$ cat src/rtl/dispense_sequencer_if.sv
// Handshake bundle between the recipe host and the dispense sequencer.
// The host drives pacing, start/abort and round counts; the sequencer drives the motor controls.
interface dispense_sequencer_if #(
  parameter int CNT_W = 10
);
  logic             tick;
  logic             start;
  logic             abort;
  logic [CNT_W-1:0] r_rounds;
  logic [CNT_W-1:0] y_rounds;
  logic [CNT_W-1:0] b_rounds;
  logic             en_r;
  logic             en_y;
  logic             en_b;
  logic             en_c;
  logic             dir;
  logic             busy;
  logic             done;
  logic [2:0]       phase;

  modport master (
    output tick, start, abort, r_rounds, y_rounds, b_rounds,
    input  en_r, en_y, en_b, en_c, dir, busy, done, phase
  );

  modport slave (
    input  tick, start, abort, r_rounds, y_rounds, b_rounds,
    output en_r, en_y, en_b, en_c, dir, busy, done, phase
  );
endinterface

$ cat src/rtl/dispense_sequencer.sv
// Three-colour dispense sequencer: drop rounds per colour, carriage moves between colours,
// return home with a single done pulse. All timing advances on the external tick strobe.
module dispense_sequencer #(
  parameter int CNT_W = 10,
  parameter int DEPTH = 5,
  parameter int MOVE  = 2
) (
  input  logic               clk,
  input  logic               rst,
  dispense_sequencer_if.slave bus
);

  // state  | meaning
  // IDLE   | waiting for start
  // R_DROP | red drop motor running
  // R_TO_Y | carriage forward red -> yellow
  // Y_DROP | yellow drop motor running
  // Y_TO_B | carriage forward yellow -> blue
  // B_DROP | blue drop motor running
  // B_TO_R | carriage returning home
  typedef enum logic [2:0] {
    IDLE   = 3'd0,
    R_DROP = 3'd1,
    R_TO_Y = 3'd2,
    Y_DROP = 3'd3,
    Y_TO_B = 3'd4,
    B_DROP = 3'd5,
    B_TO_R = 3'd6
  } state_e;

  localparam logic [3:0] DROP_LAST = 4'(DEPTH - 1);
  localparam logic [3:0] MOVE_LAST = 4'(MOVE - 1);
  localparam logic [3:0] RET_LAST  = 4'(2 * MOVE - 1);

  state_e           state_q, state_d;
  logic [3:0]       tick_cnt_q, tick_cnt_d;
  logic [CNT_W-1:0] rnd_cnt_q, rnd_cnt_d;
  logic [CNT_W-1:0] r_q, r_d, y_q, y_d, b_q, b_d;
  logic             done_q, done_d;
  logic [CNT_W-1:0] rnd_inc;
  logic [CNT_W-1:0] cur_rounds;

  always_ff @(posedge clk) begin
    if (rst) begin
      state_q    <= IDLE;
      tick_cnt_q <= '0;
      rnd_cnt_q  <= '0;
      r_q        <= '0;
      y_q        <= '0;
      b_q        <= '0;
      done_q     <= 1'b0;
    end else begin
      state_q    <= state_d;
      tick_cnt_q <= tick_cnt_d;
      rnd_cnt_q  <= rnd_cnt_d;
      r_q        <= r_d;
      y_q        <= y_d;
      b_q        <= b_d;
      done_q     <= done_d;
    end
  end

  assign rnd_inc = rnd_cnt_q + CNT_W'(1);

  always_comb begin
    state_d    = state_q;
    tick_cnt_d = tick_cnt_q;
    rnd_cnt_d  = rnd_cnt_q;
    r_d        = r_q;
    y_d        = y_q;
    b_d        = b_q;
    done_d     = 1'b0;
    cur_rounds = b_q;

    unique case (state_q)
      IDLE: begin
        if (bus.start && !bus.abort) begin
          r_d     = bus.r_rounds;
          y_d     = bus.y_rounds;
          b_d     = bus.b_rounds;
          state_d = (bus.r_rounds == '0) ? R_TO_Y : R_DROP;
        end
      end
      R_DROP, Y_DROP, B_DROP: begin
        if (state_q == R_DROP)      cur_rounds = r_q;
        else if (state_q == Y_DROP) cur_rounds = y_q;
        if (bus.tick) begin
          if (tick_cnt_q == DROP_LAST) begin
            tick_cnt_d = '0;
            rnd_cnt_d  = rnd_inc;
            if (rnd_inc == cur_rounds) begin
              if (state_q == R_DROP)      state_d = R_TO_Y;
              else if (state_q == Y_DROP) state_d = Y_TO_B;
              else                        state_d = B_TO_R;
            end
          end else begin
            tick_cnt_d = tick_cnt_q + 4'd1;
          end
        end
      end
      R_TO_Y, Y_TO_B: begin
        if (bus.tick) begin
          if (tick_cnt_q == MOVE_LAST) begin
            // a zero-count colour skips straight to the next carriage move
            if (state_q == R_TO_Y) state_d = (y_q == '0) ? Y_TO_B : Y_DROP;
            else                   state_d = (b_q == '0) ? B_TO_R : B_DROP;
          end else begin
            tick_cnt_d = tick_cnt_q + 4'd1;
          end
        end
      end
      B_TO_R: begin
        if (bus.tick) begin
          if (tick_cnt_q == RET_LAST) begin
            state_d = IDLE;
            done_d  = 1'b1;
          end else begin
            tick_cnt_d = tick_cnt_q + 4'd1;
          end
        end
      end
      default: state_d = IDLE;
    endcase

    if (state_d != state_q) begin
      tick_cnt_d = '0;
      rnd_cnt_d  = '0;
    end

    if (bus.abort && (state_q != IDLE)) begin
      state_d    = IDLE;
      tick_cnt_d = '0;
      rnd_cnt_d  = '0;
      done_d     = 1'b0;
    end
  end

  assign bus.en_r  = (state_q == R_DROP);
  assign bus.en_y  = (state_q == Y_DROP);
  assign bus.en_b  = (state_q == B_DROP);
  assign bus.en_c  = (state_q == R_TO_Y) || (state_q == Y_TO_B) || (state_q == B_TO_R);
  assign bus.dir   = (state_q == B_TO_R);
  assign bus.busy  = (state_q != IDLE);
  assign bus.done  = done_q;
  assign bus.phase = state_q;

endmodule

$ cat src/flat_wrapper.sv
// flat-port wrapper written by rule: the top's interface ports become plain ports
module dispense_sequencer_flat 
#(
  parameter int CNT_W = 10,
  parameter int DEPTH = 5,
  parameter int MOVE  = 2
)
  (clk, rst, bus_tick, bus_start, bus_abort, bus_r_rounds, bus_y_rounds, bus_b_rounds, bus_en_r, bus_en_y, bus_en_b, bus_en_c, bus_dir, bus_busy, bus_done, bus_phase);
  dispense_sequencer_if #(.CNT_W(CNT_W)) bus_i ();
  input  logic clk;
  input  logic rst;
  input wire logic [$bits(bus_i.tick)-1:0] bus_tick;
  input wire logic [$bits(bus_i.start)-1:0] bus_start;
  input wire logic [$bits(bus_i.abort)-1:0] bus_abort;
  input wire logic [$bits(bus_i.r_rounds)-1:0] bus_r_rounds;
  input wire logic [$bits(bus_i.y_rounds)-1:0] bus_y_rounds;
  input wire logic [$bits(bus_i.b_rounds)-1:0] bus_b_rounds;
  output wire logic [$bits(bus_i.en_r)-1:0] bus_en_r;
  output wire logic [$bits(bus_i.en_y)-1:0] bus_en_y;
  output wire logic [$bits(bus_i.en_b)-1:0] bus_en_b;
  output wire logic [$bits(bus_i.en_c)-1:0] bus_en_c;
  output wire logic [$bits(bus_i.dir)-1:0] bus_dir;
  output wire logic [$bits(bus_i.busy)-1:0] bus_busy;
  output wire logic [$bits(bus_i.done)-1:0] bus_done;
  output wire logic [$bits(bus_i.phase)-1:0] bus_phase;
  assign bus_i.tick = bus_tick;
  assign bus_i.start = bus_start;
  assign bus_i.abort = bus_abort;
  assign bus_i.r_rounds = bus_r_rounds;
  assign bus_i.y_rounds = bus_y_rounds;
  assign bus_i.b_rounds = bus_b_rounds;
  assign bus_en_r = bus_i.en_r;
  assign bus_en_y = bus_i.en_y;
  assign bus_en_b = bus_i.en_b;
  assign bus_en_c = bus_i.en_c;
  assign bus_dir = bus_i.dir;
  assign bus_busy = bus_i.busy;
  assign bus_done = bus_i.done;
  assign bus_phase = bus_i.phase;
  dispense_sequencer #(.CNT_W(CNT_W), .DEPTH(DEPTH), .MOVE(MOVE)) u_core (.clk(clk), .rst(rst), .bus(bus_i));
endmodule
$ cat config.mk
export PLATFORM = sky130hd
export DESIGN_NAME = dispense_sequencer_flat
export DESIGN_NICKNAME = d
export VERILOG_FILES = /design/src/rtl/dispense_sequencer_if.sv /design/src/rtl/dispense_sequencer.sv /design/src/flat_wrapper.sv
export SDC_FILE = /design/constraint.sdc
export NUM_CORES = 1
export LEC_CHECK = 0
export CORE_ASPECT_RATIO = 0.75
export CORE_UTILIZATION = 59
export CTS_BUF_LIST = sky130_fd_sc_hd__clkbuf_4
export DETAILED_ROUTE_END_ITERATION = 8
export GPL_ROUTABILITY_DRIVEN = 0
export PLACE_DENSITY = 0.87
export SLEW_MARGIN = 20
export SYNTH_ARGS = -nofsm -noshare
export SYNTH_HDL_FRONTEND = slang
export SYNTH_SLANG_ARGS = --single-unit
$ cat constraint.sdc
create_clock -name clk -period 4.4 [get_ports clk]
set_input_delay 0.66 -clock clk [delete_from_list [all_inputs] [get_ports clk]]
set_output_delay 0.66 -clock clk [all_outputs]
set_load 0.02 [all_outputs]
* Word level (Yosys, flattened, before mapping) *
Cells that the tools add are included.
Widths: inputs -> output; s select.

word-level totals
  flip-flop bits (word level) = 48
  bits of input ports = 35
  logic and storage cells = 72

operators by class
  add/subtract/negate cells = 2
  eq/ne operators = 16
  multiplexer cells = 26
  bitwise gates (word level) = 2
  reduce and logical (&&, ||, !) cells = 19

operators with widths
  operator               count
  $mux 3                 11
  $logic_not 10->1       3
  $mux 10                3
  $mux 4                 6
  $pmux 3 s4             1
  $pmux 4 s3             1
  $add 10x1->10 const B  1
  $eq 10x10->1           1
  $ne 2x2->1 const B     5
  $eq 3x3->1 const B     3
  $eq 3x2->1 const B     2
  $mux 2                 3
  $reduce_and 6->1       1
  $reduce_bool 3->1      2
  $reduce_or 3->1        2
  $add 4x1->4 const B    1
  $eq 4x1->1 const B     1
  $eq 4x2->1 const B     1
  $eq 4x3->1 const B     1
  $reduce_or 2->1        2
  $reduce_or 4->1        1
  $eq 3x1->1 const B     1
  $logic_not 3->1        1
  $ne 3x3->1             1
  other kinds (7)        10

* Longest topological paths before layout *
Gate-level depths: netlist of run 1.

  word-level depth = 11
  mapped depth = 10
  gate-level depth less buffers = 9

* Least setup slack after synthesis of run 1 *
OpenSTA, ideal clock, no wires.

  path kind = reg-to-reg
  from = reg u_core.state_q[0], in the netlist u_core.bus.phase[0]
  to = reg u_core.rnd_cnt_q[0]
  setup time = 0.121 ns
  arrival = 2.389 ns
  data required time = 4.279 ns
  slack = 1.890 ns
  cell stages (with the launch flop) = 11
  buffers on the path = 3
  cells stage by stage = dfxtp_1 -> buf_6 -> and2b_4 -> buf_6 -> mux2i_4 -> nand4_1 -> a2111oi_4 -> o2111ai_2 -> nor3_2 -> buf_2 -> nor3_1

between the ends
  word-level cells in the longest chain between the ends = 11
  elaborated cells between the ends (all ways) = 30
  classes of those cells = 8 x eq/ne; 15 x mux; 7 x reduce/logical

RTL lines
  item                              line                                                                          source
  from (decl)                       dispense_sequencer.sv:35                                                      state_e state_q, state_d;
  from (signal assigned)            dispense_sequencer.sv:53                                                      state_q <= state_d;
  $eq 3x2->1                        dispense_sequencer.sv:75, dispense_sequencer.sv:86, dispense_sequencer.sv:93
  $mux 10                           dispense_sequencer.sv:86                                                      else if (state_q == Y_DROP) cur_rounds = y_q;
  $mux 10                           dispense_sequencer.sv:85                                                      if (state_q == R_DROP) cur_rounds = r_q;
  $mux 10                           dispense_sequencer.sv:75                                                      unique case (state_q)
  $eq 10x10->1                      dispense_sequencer.sv:91                                                      if (rnd_inc == cur_rounds) begin
  $mux 3                            dispense_sequencer.sv:91
  $mux 3                            dispense_sequencer.sv:88                                                      if (tick_cnt_q == DROP_LAST) begin
  $mux 3                            dispense_sequencer.sv:87                                                      if (bus.tick) begin
  $pmux 3 s4                        dispense_sequencer.sv:75
  $ne 3x3->1                        dispense_sequencer.sv:125                                                     if (state_d != state_q) begin
  $reduce_or 3->1 (no source line)  n/a
  to (signal assigned)              dispense_sequencer.sv:55                                                      rnd_cnt_q <= rnd_cnt_d;
  to (decl)                         dispense_sequencer.sv:37                                                      logic [CNT_W-1:0] rnd_cnt_q, rnd_cnt_d;

Several ways; a longest one is shown, not always the timed one. The select of a mux whose other input is x is not followed.
A chain may end at the register's enable or synchronous reset.

* Final worst setup path of run 1 *
  from = reg u_core.state_q[1], in the netlist u_core.bus.phase[1]
  to = reg u_core.tick_cnt_q[2]

between the ends
  word-level cells in the longest chain between the ends = 11
  elaborated cells between the ends (all ways) = 37
  classes of those cells = 13 x eq/ne; 16 x mux; 8 x reduce/logical

RTL lines
  item                              line                                                                          source
  $eq 3x2->1                        dispense_sequencer.sv:75, dispense_sequencer.sv:86, dispense_sequencer.sv:93
  $mux 10                           dispense_sequencer.sv:86
  $mux 10                           dispense_sequencer.sv:85
  $mux 10                           dispense_sequencer.sv:75
  $eq 10x10->1                      dispense_sequencer.sv:91
  $mux 3                            dispense_sequencer.sv:91
  $mux 3                            dispense_sequencer.sv:88
  $mux 3                            dispense_sequencer.sv:87
  $pmux 3 s4                        dispense_sequencer.sv:75
  $ne 3x3->1                        dispense_sequencer.sv:125
  $reduce_or 3->1 (no source line)  n/a
  to (signal assigned)              dispense_sequencer.sv:54                                                      tick_cnt_q <= tick_cnt_d;
  to (decl)                         dispense_sequencer.sv:36                                                      logic [3:0] tick_cnt_q, tick_cnt_d;

Several ways; a longest one is shown, not always the timed one. The select of a mux whose other input is x is not followed.

==> run summary, run 1 <==
YOSYS
--------------------------------------------------------------------------------------------------------
Most common flop cell mapped by yosys                                                            dfxtp_1
Syn Area/Cell                                                                                  8.11 um^2
Combined area of all synthesized cells                                                         2770 um^2
Post-synthesis async set-or-reset flop share                                                           0
Gate count of the mapped netlist                                                                     342
Post-synthesis cell type with the largest combined area                                          dfxtp_1
Cell types occupying the most area after synthesis                                          dfxtp_1, nand2_1, a21oi_1
Yosys reg bits                                                                                        48
Most repeated cell in the gate-level netlist after synthesis                                     nand2_1
Synthesized Nets                                                                                     381
Number of enable-type register cells in the synthesized netlist                                        0
Proportion of synthesized chip area in sequential cells                                            0.346
Commonest cells in the synthesized netlist                                                  nand2_1, dfxtp_1, a21oi_1, nor2_1, nor3_1
Top-area cell type share of the netlist area                                                       0.346
Number of distinct library cells after synthesis                                                      54
Yosys warning total                                                                                    0

SETUP PATH
--------------------------------------------------------------------------------------------------------
Critical path arrival                                                                            3.52 ns
Source of the worst register-to-register timing path                                        u_core.bus.phase[1]
Crit start category                                                                                 flop
Critical path fanouts, max                                                                            23
WS Path Type                                                                                flop to flop
Setup crit start                                                                            u_core.bus.phase[1]
Worst path required time                                                                         4.63 ns
Worst setup EP type                                                                                 flop

CLOCKING
--------------------------------------------------------------------------------------------------------
Number of clock buffers inserted by TritonCTS                                                          5
Insertion delay to the later sink of the worst-skew pair                                         0.38 ns
CTS root buf                                                                                    clkbuf_4
PostCTS Resize Cnt                                                                                     0
CTS tree                                                                                             yes
Buffers from clock root to sink, at most                                                               2
Total setup buffers inserted after CTS                                                                 0
Post-CTS clock slew at the launch and capture registers of the worst setup and hold paths        0.14 ns
H-tree depth                                                                                           2
Hold buffer count at CTS                                                                               0
Clock sink count                                                                                      48

HOLD PATH
--------------------------------------------------------------------------------------------------------
Class of the worst hold path                                                                flop to flop
Hold Path Origin                                                                            u_core.r_q[9]

DRT
--------------------------------------------------------------------------------------------------------
DR vias                                                                                             2537
Average via count per standard cell                                                                 5.89
Final ANT Viol Nets                                                                                    0
Final wirelength                                                                                 6390 um
Number of detailed-routing iterations run before antenna repair                                        4
Routed wire per std cell                                                                         14.8 um
Iteration-0 DRC count of the detailed router                                                         178
# DRC                                                                                                  0

STA
--------------------------------------------------------------------------------------------------------
Max transition margin                                                                              0.345
Unrepaired setup endpoints after global routing                                                    false
Slack of the critical path                                                                       1.11 ns
Final cycle utilization of the critical path                                                       0.748
Final hold viol count                                                                                  0
Highest attainable clock frequency                                                             0.304 GHz
Worst Tran Pin Value                                                                            0.982 ns
Aggregate negative setup slack                                                                      0 ns
Slew Viols, Final                                                                                      0
Post-layout minimum cycle time                                                                   3.29 ns
Hold slack                                                                                      0.481 ns
Setup Viol. Count Final                                                                                0
Fin Clk Skew                                                                                   0.0213 ns

PLACE
--------------------------------------------------------------------------------------------------------
Worst slack after detailed placement                                                             1.18 ns
Detail Placement HPWL                                                                            4790 um
Instance count after placement with tap cells included                                               423
Number of buffers added on ports                                                                      44

LAYOUT
--------------------------------------------------------------------------------------------------------
Ant. Diodes                                                                                            0
Net total in the final layout                                                                        412
Relative area change from synthesis to final layout                                                17.5%
Filler-free cell count of the finished design                                                        431
Share of post-route cells with drive strength above 1                                             0.0722

POWER
--------------------------------------------------------------------------------------------------------
Power Total                                                                                       816 uW
Power density cells                                                                          250 nW/um^2
Worst IR Drop VDD                                                                                 180 uV
Leak Pwr                                                                                         1.15 nW

FLOORPLAN
--------------------------------------------------------------------------------------------------------
Chip width                                                                                       81.2 um
FP Rows                                                                                               21
Std-Cell Core Area                                                                             4490 um^2
Starting density of the core                                                                       0.617
Full die area                                                                                  4980 um^2
Floorplan die height                                                                             61.4 um
Top-Level Pins                                                                                        45

GLOBAL ROUTING
--------------------------------------------------------------------------------------------------------
Antenna violations before repair                                                                       0
Largest net degree at the start of global routing                                                     33
Vias in the first global route                                                                      2244
Wire length of the first global-routing pass                                                    10200 um
Total routing usage reported by global routing                                                     0.274
Final global-route overflow total                                                                      0

FLOW RUN
--------------------------------------------------------------------------------------------------------
Maxcap violations                                                                                      0

OUTCOME
--------------------------------------------------------------------------------------------------------
Result of the run                                                                           finished, final reports clean

[per-layer routing]
| layer | vias up | wire length [um] | global-route usage |
|---|---|---|---|
| li1 | 1262 | - | - |
| met1 | 1170 | 3000 | 0.362 |
| met2 | 93 | 2790 | 0.438 |
| met3 | 12 | 496 | 0.0637 |
| met4 | 0 | 106 | 0.112 |
| met5 | - | 0 | 0 |
[placed cells by master (no fill, tap or decap), types with 6 or more instances in the layout]
cell type / synthesis / final
dfxtp_1: 48 / 48
clkdlybuf4s50_1: 0 / 44
nand2_1: 75 / 75
nand3_1: 6 / 6
nor2_1: 21 / 21
nand4_1: 6 / 6
mux2i_1: 11 / 11
nor3_1: 15 / 15
nor4_1: 7 / 7
xor2_1: 9 / 9
xnor2_1: 7 / 7
a21oi_1: 38 / 38
clkbuf_4: 0 / 6
[final timing paths]
path / slack, ns / to / cells past startpoint
setup / recovery: 1.11 / u_core.tick_cnt_q[2] / 7
hold / removal: 0.48 / u_core.r_q[9] / 2
setup reg to reg: 1.11 / u_core.tick_cnt_q[2] / 7
hold reg to reg: 0.48 / u_core.r_q[9] / 2
[area by class of cell]
| class | instances | area [um^2] |
|---|---|---|
| clock buffers | 6 | 45.0 |
| clock inverters | 2 | 16.3 |
| multi-input cells | 267 | 1690 |
| repair buffers | 47 | 463 |
| well taps | 57 | 71.3 |
| flip-flops and latches | 48 | 961 |
| inverters | 4 | 15.0 |
| fillers | 353 | 1230 |
[power by group]
part	switching [mW]	leakage, nW	total (mW)	internal, mW
Clock	0.146	0.0319	0.216	0.0699
Sequential	0.0167	0.390	0.467	0.450
Combinational	0.0651	0.728	0.134	0.0687
[critical path: stages, from the launching register on]
cell       delay (ns)
dfxtp_1          0.90
mux2_2           0.46
mux2i_4          0.17
nand4_1          0.17
a2111oi_4        0.41
o2111ai_2        0.23
nor3_2           0.68
nor4_1           0.13
[flip-flops by register name, indices dropped and copies added (netlist names)]
name	count
u_core.r_q	10
u_core.b_q	10
u_core.bus.phase	3
u_core.y_q	10
u_core.tick_cnt_q	4
u_core.bus.done	1
u_core.rnd_cnt_q	10
[kinds of logic (layout without fill, tap and decap cells)]
family / count (synthesis) / count (layout) / synth area share
mux: 22 / 22 / 0.0938
flops: 48 / 48 / 0.346
simple gates: 161 / 161 / 0.281
compound gates: 61 / 61 / 0.138
buf+inv: 27 / 59 / 0.0469
fa+ha+maj: 4 / 4 / 0.0180
xor+xnor: 19 / 19 / 0.0749
[stage by stage]
| stage | utilization | instance area [um^2] |
|---|---|---|
| 6_report | 0.725 | 3260 |
| 5_1_grt | 0.725 | 3260 |
| 4_1_cts | 0.725 | 3260 |
| 3_5_place_dp | 0.712 | 3200 |
| 3_3_place_gp | 0.712 | 3200 |
| 2_1_floorplan | - | 2770 |
(Power assumes the default switching activity.)
==> run 2, diff against run 1 <==
--- a/config.mk
+++ b/config.mk
@@ -6,11 +6,11 @@
 export NUM_CORES = 1
 export LEC_CHECK = 0
 export CORE_ASPECT_RATIO = 0.75
-export CORE_UTILIZATION = 59
+export CORE_UTILIZATION = 50
 export CTS_BUF_LIST = sky130_fd_sc_hd__clkbuf_4
 export DETAILED_ROUTE_END_ITERATION = 8
 export GPL_ROUTABILITY_DRIVEN = 0
-export PLACE_DENSITY = 0.87
+export PLACE_DENSITY = 0.78
 export SLEW_MARGIN = 20
 export SYNTH_ARGS = -nofsm -noshare
 export SYNTH_HDL_FRONTEND = slang
==> constraint.sdc (replaced) <==
create_clock -name clk -period 2.8 [get_ports clk]
set_input_delay 0.42 -clock clk [delete_from_list [all_inputs] [get_ports clk]]
set_output_delay 0.42 -clock clk [all_outputs]
set_load 0.02 [all_outputs]
==> run 2 against run 1 <==
Compared with the run above:
- first-iteration DRC count decreased by 31%
- wire length increased by 4.4%
- non-clock buffer count increased by 10
- critical path type unchanged
==> run summary, run 2 (synthesis gave the netlist of run 1 again) <==
OUTCOME
--------------------------------------------------------------------------------------------------------
Result of the run                                                                           finished, final reports clean

STA
--------------------------------------------------------------------------------------------------------
Post-layout minimum cycle time                                                                   2.67 ns   -0.622 ns
Final cycle utilization of the critical path                                                       0.953   +0.205
Highest attainable clock frequency                                                             0.375 GHz   +23%
Setup Viol. Count Final                                                                                0   unchanged
Worst Tran Pin Value                                                                            0.491 ns   -0.491 ns
Slack of the critical path                                                                      0.131 ns   -0.978 ns
Final hold viol count                                                                                  0   unchanged
Aggregate negative setup slack                                                                      0 ns   unchanged
Slew Viols, Final                                                                                      0   unchanged
Fin Clk Skew                                                                                  0.00287 ns   -0.0185 ns
Max transition margin                                                                              0.671   +0.326

SETUP PATH
--------------------------------------------------------------------------------------------------------
Crit start category                                                                                 flop
Slowest-stage cell, CP                                                                           dfxtp_1
Reg-to-reg slack, setup                                                                          0.13 ns   -0.98 ns
Worst setup EP type                                                                                 flop
Critical Path Stages                                                                                   7   unchanged
Combined buffer and inverter count along the critical path                                             0   unchanged
Source of the worst register-to-register timing path                                        u_core.bus.phase[0]
Reg2reg end                                                                                 u_core.bus.phase[1]
Slowest cell delay on critical path                                                              0.50 ns   -0.40 ns
Crit path cell chain                                                                        and2b_4 -> mux2i_4 -> xnor3_1 -> a2111oi_4 -> o2111ai_2 -> or4_1 -> a31oi_1
Termination of the worst setup path                                                         u_core.bus.phase[1]
Critical path arrival                                                                            2.97 ns   -0.55 ns
Setup crit start                                                                            u_core.bus.phase[0]
Critical path fanouts, max                                                                             9   -61%
WS Path Type                                                                                flop to flop
Category of cells accounting for the largest share of critical-path delay                   simple AND/OR/NAND/NOR gates
Worst path required time                                                                         3.10 ns   -1.53 ns
Cell count of the worst reg-to-reg path                                                                7   unchanged

POWER
--------------------------------------------------------------------------------------------------------
Leak Pwr                                                                                         1.22 nW   +6.1%
Power density cells                                                                          404 nW/um^2   +61%
Net switching power of the design                                                                 363 uW   +59%
Switching Share                                                                                    0.264   -0.0153
Combinational group share of total power                                                           0.168   +0.004
Share of total power in the clock network                                                          0.301   +0.037
Fraction of power consumed by sequential logic                                                     0.531   -0.041
Worst IR Drop VDD                                                                                 327 uV   +82%
P_int                                                                                            1.01 mW   +72%

HOLD PATH
--------------------------------------------------------------------------------------------------------
Instance count along the most critical hold path                                                       2   unchanged
Class of the worst hold path                                                                flop to flop

PLACE
--------------------------------------------------------------------------------------------------------
Worst slack after detailed placement                                                           0.0694 ns   -1.12 ns
Number of buffers added on ports                                                                      44   unchanged
Detail Placement HPWL                                                                            4970 um   +3.9%

FLOORPLAN
--------------------------------------------------------------------------------------------------------
Full die area                                                                                  5850 um^2   +17%
Floorplan die height                                                                             66.5 um   +8.3%
Chip width                                                                                       88.0 um   +8.4%
FP Rows                                                                                               23   +9.5%
Top-Level Pins                                                                                        45   unchanged
Std-Cell Core Area                                                                             5350 um^2   +19%
Starting density of the core                                                                       0.518   -0.0991

DRT
--------------------------------------------------------------------------------------------------------
Iteration-0 DRC count of the detailed router                                                         122   -31%
Number of detailed-routing iterations run before antenna repair                                        4   unchanged
Final wirelength                                                                                 6670 um   +4.4%
DR vias                                                                                             2552   +0.59%
# DRC                                                                                                  0   unchanged
Average via count per standard cell                                                                 5.56   -5.5%
Final ANT Viol Nets                                                                                    0   unchanged
Routed wire per std cell                                                                         14.5 um   -2.0%

CLOCKING
--------------------------------------------------------------------------------------------------------
Buffers from clock root to sink, at most                                                               2   unchanged
CTS root buf                                                                                    clkbuf_4
Post-CTS clock slew at the launch and capture registers of the worst setup and hold paths        0.14 ns   about the same
Hold buffer count at CTS                                                                               0   unchanged
Number of clock buffers inserted by TritonCTS                                                          5   unchanged
Clock sink count                                                                                      48   unchanged
H-tree depth                                                                                           2   unchanged
CTS tree                                                                                             yes
Insertion delay to the later sink of the worst-skew pair                                         0.37 ns   about the same

GLOBAL ROUTING
--------------------------------------------------------------------------------------------------------
Vias in the first global route                                                                      2356   +5.0%
Total routing usage reported by global routing                                                     0.244   -0.0299
Largest net degree at the start of global routing                                                     32   -3.0%
Antenna violations before repair                                                                       0   unchanged
Wire length of the first global-routing pass                                                    10900 um   +7.5%
Final global-route overflow total                                                                      0   unchanged

LAYOUT
--------------------------------------------------------------------------------------------------------
Ant. Diodes                                                                                            0   unchanged
Relative area change from synthesis to final layout                                                22.8%
Fillcell total                                                                                       485   +37%
Top library cells by usage in the layout, fill and taps aside                               nand2_1, dfxtp_1, clkdlybuf4s50_1
Net total in the final layout                                                                        422   +2.4%
Layout Utilization                                                                                 0.637   -0.0889
Area occupied by registers                                                                      962 um^2   +0.13%
Area of the multi-input gates                                                                  1690 um^2   +0.30%
Share of post-route cells with drive strength above 1                                              0.102   +0.0294
Commonest non-fill, non-tap cell in the layout                                                   nand2_1

FLOW RUN
--------------------------------------------------------------------------------------------------------
Maxcap violations                                                                                      0   unchanged

[run 2: cell count changes in the layout (fill, tap and decap cells not counted)]
cell / change
buf_12: +2
dfxtp_1: -1
nor3_2: +1
clkinv_2: +1
buf_4: +8
nor3_1: -1
clkbuf_4: -1
clkinv_4: -1
bufinv_16: +1
dfxtp_2: +1
[run 2: stage by stage]
step / power, mW / instance area (um^2) / hold slack (ns) / std cells
after CTS: 1.37 / 3360 / 0.471 / 457
after global routing: 1.44 / 3410 / 0.507 / 459
after floorplan: 0.871 / 2770 / 0.432 / 342
after detailed placement: 0.963 / 3280 / 0.451 / 449
after global placement: 0.958 / 3280 / 0.446 / 449
final: 1.38 / 3410 / 0.471 / 459
[run 2: worst reg2reg max path, stage by stage, from the launching register on]
cell       delay, ns
dfxtp_1         0.50
and2b_4         0.31
mux2i_4         0.26
xnor3_1         0.35
a2111oi_4       0.31
o2111ai_2       0.24
or4_1           0.45
a31oi_1         0.17
[run 2: layout make-up]
class | count | share of cell area
multi-input combinational | 267 | 0.497
sequential | 48 | 0.282
timing repair buffer | 57 | 0.165
tap | 75 | 0.0275
clock inverter | 3 | 0.0125
clock buffer | 5 | 0.0110
inverter | 4 | 0.00441
[run 2: repair_timing]
| item | 4_1_cts | 5_1_grt |
|---|---|---|
| resized for setup | 0 | 2 |
| setup buffers | 0 | 2 |
| setup endpoints to repair | 0 | 5 |
[run 2: power groups by stage]
stage | clock (mW) | sequential (mW) | combinational [mW]
6_report | 0.414 | 0.730 | 0.231
5_1_grt | 0.455 | 0.733 | 0.253
4_1_cts | 0.423 | 0.729 | 0.220
3_5_place_dp | 0 | 0.744 | 0.219
3_3_place_gp | 0 | 0.743 | 0.215
2_1_floorplan | 0 | 0.736 | 0.135
[run 2: worst min path at each step]
stage | slack, ns | endpoint | startpoint
global placement | 0.45 | u_core.r_q[1] | u_core.r_q[1]
floorplan | 0.43 | u_core.r_q[3] | u_core.r_q[3]
CTS | 0.47 | u_core.r_q[2] | u_core.r_q[2]
detailed placement | 0.45 | u_core.r_q[2] | u_core.r_q[2]
global route | 0.51 | u_core.r_q[2] | u_core.r_q[2]
finish | 0.47 | u_core.r_q[2] | u_core.r_q[2]
[run 2: metal layers]
metal / global-route usage / vias to the layer above / wire, um
met5: 0 / - / 0
met4: 0.0635 / 0 / 71
met3: 0.0458 / 10 / 335
met2: 0.389 / 70 / 3000
met1: 0.338 / 1188 / 3260
li1: - / 1284 / -
==> run 3, diff against run 2 <==
--- a/config.mk
+++ b/config.mk
@@ -5,12 +5,14 @@
 export SDC_FILE = /design/constraint.sdc
 export NUM_CORES = 1
 export LEC_CHECK = 0
+export CELL_PAD_IN_SITES_DETAIL_PLACEMENT = 1
+export CELL_PAD_IN_SITES_GLOBAL_PLACEMENT = 1
 export CORE_ASPECT_RATIO = 0.75
-export CORE_UTILIZATION = 50
+export CORE_UTILIZATION = 37
 export CTS_BUF_LIST = sky130_fd_sc_hd__clkbuf_4
 export DETAILED_ROUTE_END_ITERATION = 8
 export GPL_ROUTABILITY_DRIVEN = 0
-export PLACE_DENSITY = 0.78
+export PLACE_DENSITY_LB_ADDON = 0.1
 export SLEW_MARGIN = 20
 export SYNTH_ARGS = -nofsm -noshare
 export SYNTH_HDL_FRONTEND = slang
==> run 3 against run 2 <==
Compared with the run above:
- first-iteration DRC count shrank 29%
- clock-buffer cell count unchanged
- sequential power about the same
- maximum frequency rose by 3.4%
- register-to-register slack better by 0.09 ns
- clock skew rose by 0.012 ns
- critical path type unchanged
- largest cell class unchanged
- largest power group unchanged
==> run summary, run 3 (synthesis gave the netlist of run 1 again) <==
LAYOUT
--------------------------------------------------------------------------------------------------------
Fillcell total                                                                                       874   +80%
Share of post-route cells with drive strength above 1                                             0.0964   -0.00521
Commonest non-fill, non-tap cell in the layout                                                   nand2_1
Relative area change from synthesis to final layout                                                22.2%
Final Instance Area                                                                            3390 um^2   -0.51%
Net total in the final layout                                                                        422   unchanged
Area occupied by registers                                                                      961 um^2   -0.13%
Area of the multi-input gates                                                                  1690 um^2   about the same
Top library cells by usage in the layout, fill and taps aside                               nand2_1, dfxtp_1, clkdlybuf4s50_1
Ant. Diodes                                                                                            0   unchanged

OUTCOME
--------------------------------------------------------------------------------------------------------
Result of the run                                                                           finished, final reports clean

SETUP PATH
--------------------------------------------------------------------------------------------------------
Crit start category                                                                                 flop
Critical path fanouts, max                                                                             6   -3
Critical path arrival                                                                            2.91 ns   -0.06 ns
Reg-to-reg slack, setup                                                                          0.22 ns   +0.09 ns
Worst path required time                                                                         3.13 ns   +0.03 ns
WS Path Type                                                                                flop to flop
Worst setup EP type                                                                                 flop

PLACE
--------------------------------------------------------------------------------------------------------
Detail Placement HPWL                                                                            5850 um   +18%
Instance area after placement                                                                  3320 um^2   +1.3%
Number of buffers added on ports                                                                      44   unchanged

DRT
--------------------------------------------------------------------------------------------------------
# DRC                                                                                                  0   unchanged
DR vias                                                                                             2557   +0.20%
Routed wire per std cell                                                                         15.8 um   +8.8%
Iteration-0 DRC count of the detailed router                                                          87   -29%
Final ANT Viol Nets                                                                                    0   unchanged
Final wirelength                                                                                 7620 um   +14%
Number of detailed-routing iterations run before antenna repair                                        4   unchanged
Average via count per standard cell                                                                 5.30   -4.6%

FLOORPLAN
--------------------------------------------------------------------------------------------------------
Floorplan die height                                                                             77.0 um   +16%
FP Rows                                                                                               26   +13%
Top-Level Pins                                                                                        45   unchanged
Std-Cell Core Area                                                                             7030 um^2   +31%
Chip width                                                                                        102 um   +16%
Starting density of the core                                                                       0.395   -0.123
Full die area                                                                                  7850 um^2   +34%

GLOBAL ROUTING
--------------------------------------------------------------------------------------------------------
Largest net degree at the start of global routing                                                     32   unchanged
Total routing usage reported by global routing                                                     0.211   -0.0335
Vias in the first global route                                                                      2505   +6.3%
Antenna violations before repair                                                                       0   unchanged
Final global-route overflow total                                                                      0   unchanged
Wire length of the first global-routing pass                                                    12900 um   +18%

POWER
--------------------------------------------------------------------------------------------------------
Worst IR Drop VDD                                                                                 184 uV   -44%
Power density cells                                                                          386 nW/um^2   -4.4%
Leak Pwr                                                                                         1.20 nW   -1.3%

CLOCKING
--------------------------------------------------------------------------------------------------------
Insertion delay to the later sink of the worst-skew pair                                         0.39 ns   +0.02 ns
CTS root buf                                                                                    clkbuf_4
H-tree depth                                                                                           2   unchanged
Clock sink count                                                                                      48   unchanged
CTS tree                                                                                             yes
Post-CTS clock slew at the launch and capture registers of the worst setup and hold paths        0.16 ns   +0.02 ns
Number of clock buffers inserted by TritonCTS                                                          5   unchanged
Buffers from clock root to sink, at most                                                               2   unchanged
Total setup buffers inserted after CTS                                                                 0   unchanged

STA
--------------------------------------------------------------------------------------------------------
Slew Viols, Final                                                                                      0   unchanged
Worst Tran Pin Value                                                                            0.615 ns   +0.124 ns
Final cycle utilization of the critical path                                                       0.922   -0.0311
Max transition margin                                                                              0.586   -0.0846
Setup Viol. Count Final                                                                                0   unchanged
Highest attainable clock frequency                                                             0.387 GHz   +3.4%
Post-layout minimum cycle time                                                                   2.58 ns   -0.0870 ns
Final hold viol count                                                                                  0   unchanged
Unrepaired setup endpoints after global routing                                                    false
Fin Clk Skew                                                                                   0.0151 ns   +0.0122 ns
Aggregate negative setup slack                                                                      0 ns   unchanged

FLOW RUN
--------------------------------------------------------------------------------------------------------
Maxcap violations                                                                                      0   unchanged

HOLD PATH
--------------------------------------------------------------------------------------------------------
Class of the worst hold path                                                                flop to flop

run 3: cell types whose count changed in the layout (fill, tap and decap cells not counted), sizes merged:
cell      change
clkinvlp      -1
inv           +2
bufinv        -1
run 3: worst max-delay path, stage by stage (launching register included):
cell and delay [ns]:
dfxtp_1 0.49, buf_4 0.20, mux2_1 0.33, mux2i_1 0.19, xnor2_1 0.15, a2111oi_4 0.32, o2111ai_2 0.22, or4_1 0.44
a31oi_1 0.18
run 3: worst paths after layout:
kind,from,cells past startpoint,endpoint
worst max-delay path,u_core.bus.phase[1],8,u_core.bus.phase[1]
worst min-delay path,u_core.r_q[1],2,u_core.r_q[1]
worst max register to register,u_core.bus.phase[1],8,u_core.bus.phase[1]
worst min register to register,u_core.r_q[1],2,u_core.r_q[1]
run 3: metrics by stage:
stage / instances / hold slack (ns) / utilization / worst slack, ns / power, mW
floorplan: 342 / 0.432 / - / 0.290 / 0.871
global placement: 474 / 0.449 / 0.473 / 0.269 / 0.968
detailed placement: 474 / 0.452 / 0.473 / 0.230 / 0.972
CTS: 482 / 0.472 / 0.481 / 0.182 / 1.33
global route: 482 / 0.486 / 0.482 / 0.00696 / 1.38
finish: 482 / 0.467 / 0.482 / 0.218 / 1.31
run 3: repair_timing:
item | CTS | global route
hold endpoints to repair | 0 | 0
resized for setup | 0 | 1
endpoints found under the setup margin | 0 | 1
hold buffers | 0 | 0
run 3: metal layers:
layer / global-route usage / part of all wire
met2: 0.314 / 0.43
met4: 0.0514 / 0.011
met3: 0.0328 / 0.043
met5: 0 / 0
met1: 0.313 / 0.52
run 3: area by class of cell:
cell class,count,share of cell area
Multi-Input combinational cell,267,0.500
Sequential cell,48,0.283
Timing Repair Buffer,57,0.159
Clock inverter,3,0.00628
Tap cell,98,0.0362
Clock buffer,5,0.0111
Inverter,4,0.00443
run 3: report_power, final:
part / switching [mW] / internal, mW / leakage, nW
logic: 0.114 / 0.113 / 0.781
registers: 0.0235 / 0.707 / 0.390
clock network: 0.248 / 0.102 / 0.0336
total: 0.386 / 0.922 / 1.20
